[src/rtl/alu_scan_display.sv]
// alu_scan_display: registered ALU with one-cycle latency driving a multiplexed
// common-anode seven-segment bank with optional leading-zero blanking.
module alu_scan_display #(
    parameter int          WIDTH    = 32,
    parameter int          DIGITS   = 8,
    parameter logic [31:0] SCAN_DIV = 32'h20000,
    parameter bit          BLANK_LZ = 1'b1
) (
    input  logic              clk,
    input  logic              rst,
    input  logic              load,
    input  logic [3:0]        op,
    input  logic [WIDTH-1:0]  a_in,
    input  logic [WIDTH-1:0]  b_in,
    output logic [WIDTH-1:0]  result,
    output logic              zero,
    output logic              ovf,
    output logic              valid,
    output logic [DIGITS-1:0] an,
    output logic [6:0]        seg
);
    localparam int SW = $clog2(WIDTH);
    localparam int IW = DIGITS > 1 ? $clog2(DIGITS) : 1;
    localparam int DW = DIGITS * 4;
    localparam logic [6:0] FONT [16] = '{
        7'b0000001, 7'b1001111, 7'b0010010, 7'b0000110,
        7'b1001100, 7'b0100100, 7'b0100000, 7'b0001111,
        7'b0000000, 7'b0000100, 7'b0001000, 7'b1100000,
        7'b0110001, 7'b1000010, 7'b0110000, 7'b0111000
    };

    logic [WIDTH-1:0]  a_q, b_q, res_q, res_d;
    logic [3:0]        op_q;
    logic              pend_q, valid_q, zero_q, ovf_q, ovf_d, on_q, tick;
    logic [31:0]       div_q;
    logic [IW-1:0]     idx_q, idx_d;
    logic [DIGITS-1:0] an_q;
    logic [SW-1:0]     sh;
    logic [DW-1:0]     ext, upper;

    assign sh = b_q[SW-1:0];

    always_comb begin
        res_d = '0;
        ovf_d = 1'b0;
        case (op_q)
            4'd0: begin
                res_d = a_q + b_q;
                ovf_d = (a_q[WIDTH-1] == b_q[WIDTH-1]) && (res_d[WIDTH-1] != a_q[WIDTH-1]);
            end
            4'd1: begin
                res_d = a_q - b_q;
                ovf_d = (a_q[WIDTH-1] != b_q[WIDTH-1]) && (res_d[WIDTH-1] != a_q[WIDTH-1]);
            end
            4'd2:  res_d = a_q & b_q;
            4'd3:  res_d = a_q | b_q;
            4'd4:  res_d = ~a_q;
            4'd5:  res_d[0] = $signed(a_q) < $signed(b_q);
            4'd6:  res_d[0] = a_q < b_q;
            4'd7:  res_d = a_q ^ b_q;
            4'd8:  res_d = ~(a_q | b_q);
            4'd9:  res_d = a_q << sh;
            4'd10: res_d = a_q >> sh;
            4'd11: res_d = $signed(a_q) >>> sh;
            default: res_d = '0;
        endcase
    end

    assign tick  = div_q == SCAN_DIV - 32'd1;
    // The first tick after reset lights digit 0 rather than advancing past it.
    assign idx_d = !on_q ? '0 : (idx_q == IW'(DIGITS - 1) ? '0 : idx_q + IW'(1));

    always_ff @(posedge clk or posedge rst) begin
        if (rst) begin
            a_q     <= '0;
            b_q     <= '0;
            op_q    <= '0;
            pend_q  <= 1'b0;
            res_q   <= '0;
            zero_q  <= 1'b1;
            ovf_q   <= 1'b0;
            valid_q <= 1'b0;
            div_q   <= '0;
            idx_q   <= '0;
            on_q    <= 1'b0;
            an_q    <= '1;
        end else begin
            pend_q  <= load;
            valid_q <= pend_q;
            if (load) begin
                a_q  <= a_in;
                b_q  <= b_in;
                op_q <= op;
            end
            if (pend_q) begin
                res_q  <= res_d;
                zero_q <= res_d == '0;
                ovf_q  <= ovf_d;
            end
            div_q <= tick ? '0 : div_q + 32'd1;
            if (tick) begin
                on_q  <= 1'b1;
                idx_q <= idx_d;
                an_q  <= ~(DIGITS'(1) << idx_d);
            end
        end
    end

    assign ext   = DW'(res_q);
    assign upper = ext >> {idx_q, 2'b00};
    assign seg   = (!on_q || (BLANK_LZ && idx_q != '0 && upper == '0)) ? 7'h7F : FONT[upper[3:0]];

    assign result = res_q;
    assign zero   = zero_q;
    assign ovf    = ovf_q;
    assign valid  = valid_q;
    assign an     = an_q;
endmodule

[config.mk]
export PLATFORM = sky130hd
export DESIGN_NAME = alu_scan_display
export DESIGN_NICKNAME = d
export VERILOG_FILES = /design/src/rtl/alu_scan_display.sv
export SDC_FILE = /design/constraint.sdc
export NUM_CORES = 1
export LEC_CHECK = 0
export CAP_MARGIN = 25
export CELL_PAD_IN_SITES_DETAIL_PLACEMENT = 1
export CELL_PAD_IN_SITES_GLOBAL_PLACEMENT = 1
export CORE_MARGIN = 4
export CORE_UTILIZATION = 41
export DETAILED_ROUTE_END_ITERATION = 8
export PLACE_DENSITY = 0.89
export SYNTH_ARGS = -nofsm -noshare
export SYNTH_HDL_FRONTEND = slang
export SYNTH_SLANG_ARGS = --single-unit
[constraint.sdc]
create_clock -name clk -period 4.95 [get_ports clk]
set_clock_uncertainty 0.15 [all_clocks]
set_input_delay 0.495 -clock clk [delete_from_list [all_inputs] [get_ports clk]]
set_output_delay 0.495 -clock clk [all_outputs]
set_load 0.02 [all_outputs]
==> run metrics <==
fillers=4,962; pin count of the biggest net entering global routing=113; Post-DRT Antenna Nets=0; boundary pin count=121; worst-margin pin slew=1.047 ns; Placed Cells incl. Taps=2,757; sequential area share after synthesis=0.2190; Final Wtd Congestion=1.078; Worst EP required=5.24 ns; delay of the slowest critical-path stage=0.46 ns; Worst-path clk slew=0.08 ns; number of enable flip-flop cells after synthesis=0; Core Area=40,830 um2; DR vias/cell=6.969; yosys synthesis warning count=0; worst path cell trace=inv_1 > ha_1 > fa_1 > o21ba_2 > nor4_1 > a211oi_1 > a221o_1 > a211oi_1 > buf_4 > nand4_1 > nor4b_2 > buf_4 > nor4bb_2 > buf_4 > nand4_1 > nor4_2 > a41o_1; Post-CTS Hold Buffers=0; WP data arrival=5.11 ns; initial antenna violation count=2; dominant cells by area after synthesis=dfrtp_1 21%, mux4_2 8.4%, ha_1 8.1%; Final Cycle Share=0.9744; CTS tree=done; Starting DRT DRC Count=2,915; post-synthesis cell type count=90; die width=211.4 um; worst r2r src=a_q[0]$_DFFE_PP0P_; RSZ-0062 raised after global routing=no; CP startpoint kind=register; power per cell area=301.5 nW/um2; GRT Resource Usage Total=0.3670; post-route cell area=19,950 um2; status=finished clean; Yosys top cell area share=0.2051; CTS max path bufs=2; DIE AREA=44,690 um2; Rel. slew slack=0.3018; First-pass DRT Iterations=6; GR Overflow Total=0; Main synth FF type=dfrtp_1; Critical Path Sink Type=register; Ant. Diodes=0; final setup violation count=0; Fmax achieved=0.2073 GHz; Slowest cell on crit path=fa_1; Wirelength per Cell=30.14 um; Max FO, Critical Path=7; Mapped Cells=2,133; DP HPWL=64,480 um; Die Y=211.4 um; Critical Path Source=a_q[0]$_DFFE_PP0P_; most common cell in the netlist=nand2_1; Max Cap Violations=0; worst skew pair latency=0.50 ns; fin nets=2,427; Crit Path Class=reg -> reg; area leader, netlist=dfrtp_1; syn nets=2,316; worst hold slack=0.2173 ns; Initial Util=0.4154; Clk Tree Root Cell=clkbuf_16; dpl cell area=19,300 um2; first-pass GRT wire length=125,000 um; vias=19,440; Layout Cells excl Fill=2,789; CTS Buf Count=17; Pleak=8.262 nW; DRC=0; synth cell count leaders=214 x nand2_1, 213 x nor2_1, 152 x o21ai_0, 147 x a21oi_1, 139 x dfrtp_1; Fin Setup TNS=0 ns; Slew Viols, Final=0; vias in the first global route=19,630; layout cell share with drive strength beyond 1=0.1529; Mapped Area=16,960 um2; Mapped Avg Cell Area=7.952 um2; Tmin final=4.823 ns; Post-Route WL=84,060 um; Num Clock Sinks=148; Fin. Hold Viols=0; Most Frequent Cell on Critical Path=buf_4; VDD IR max=219.6 uV; Tightest Hold Check Type=in -> async; Layout area overhead=17.62%; row count=74; port bufs=120; #FFs+latches synth=148; CTS H-tree depth=4; ys async rst share=1.000
-- sequential cells by signal, indices dropped and copies added (netlist names) --
| signal | flops |
|---|---|
| an | 8 |
| b_q | 32 |
| result | 32 |
| pend_q | 1 |
| on_q | 1 |
| idx_q | 3 |
| ovf | 1 |
| op_q | 4 |
| a_q | 32 |
| valid | 1 |
| zero | 1 |
| div_q | 32 |
-- power breakdown --
group          internal (mW)  total, mW  switching (mW)
Combinational           1.17       3.10            1.93
Clock                  0.681       1.37           0.693
Sequential              1.33       1.54           0.217
-- cells in the final DEF (no fill, tap or decap), types with 13 or more instances in the layout --
cell type        synthesis  final
a211o_1                 13     13
a211oi_1                39     39
a21o_1                  14     14
a21oi_1                147    147
a221o_1                 14     14
a221oi_1                21     21
a22oi_1                 21     21
a31oi_1                 24     24
and2_1                  17     17
and3_1                  16     16
buf_4                    7    146
clkbuf_16                0     17
clkdlybuf4s50_1          0    119
dfrtp_1                139    132
ha_1                   110    110
inv_1                  102    101
mux2_2                  44     44
mux2i_1                 67     67
mux4_2                  63     63
nand2_1                214    214
nand2b_1                17     17
nand3_1                 58     58
nand4_1                 26     26
nor2_1                 213    212
nor2b_1                 27     27
nor3_1                  51     50
nor4_1                  23     21
o211ai_1                34     34
o21ai_0                152    152
o221ai_1                13     13
o22ai_1                 29     29
o31ai_1                 16     15
or2_2                   13     13
xnor2_1                 31     31
xor2_1                  15     15
-- through the flow --
stage                 util  power (mW)  worst slack [ns]
global route        0.4886       6.232           0.05725
CTS                 0.4877       5.899           0.04046
detailed placement  0.4728       4.495           0.05195
global placement    0.4724       4.406            0.1961
floorplan                -       3.250            0.3402
finish              0.4886       6.015            0.1268
-- worst max-delay path, delay by kind of cell, from the launching register on --
kind	cells	cell delay, ns
buffers and inverters	4	0.63
AND/OR/NAND/NOR	6	1.41
adder cells (fa/ha/maj)	2	0.73
AO/OA/AOI/OAI	5	1.38
flip-flops	1	0.45
-- logic make-up after synthesis --
kind of cell             synth area share
adder cells (fa/ha/maj)           0.08351
multiplexers                       0.1524
buffers and inverters             0.06610
AO/OA/AOI/OAI                      0.2511
AND/OR/NAND/NOR                    0.2041
XOR/XNOR                          0.02375
flip-flops                         0.2190
-- layout make-up --
cell class                      count  area (um2)  area share
Tap cell                          532       665.6     0.03337
Inverter                          105       399.1     0.02001
Clock inverter                     15       180.2    0.009032
Multi-Input combinational cell   1703       12190      0.6109
Clock buffer                       17       425.4     0.02132
Sequential cell                   148        3729      0.1869
Timing Repair Buffer              269        2362      0.1184
-- worst paths after layout --
check,to,slack (ns),depth (start not counted)
setup / recovery,zero$_DFFE_PP1P_,0.13,17
hold / removal,div_q[23]$_DFF_PP0_,0.22,2
setup reg to reg,zero$_DFFE_PP1P_,0.13,17
hold reg to reg,div_q[8]$_DFF_PP0_,0.32,1
max in group asynchronous,b_q[1]$_DFFE_PP0P_,3.34,3
min in group clk,div_q[8]$_DFF_PP0_,0.32,1
-- layer usage --
layer	wire, um	vias up	GRT usage
met5	27	-	0
met4	5160	4	0.1770
met3	9416	380	0.1046
met2	36740	1364	0.5673
met1	32710	9575	0.4744
li1	-	8114	-
-- timing repair --
action                                  in CTS  in global routing
gates resized for setup                      2                  7
buffers inserted                             0                  0
endpoints found under the setup margin       8                  8
hold endpoints to repair                     0                  0
(Power assumes the default switching activity.)
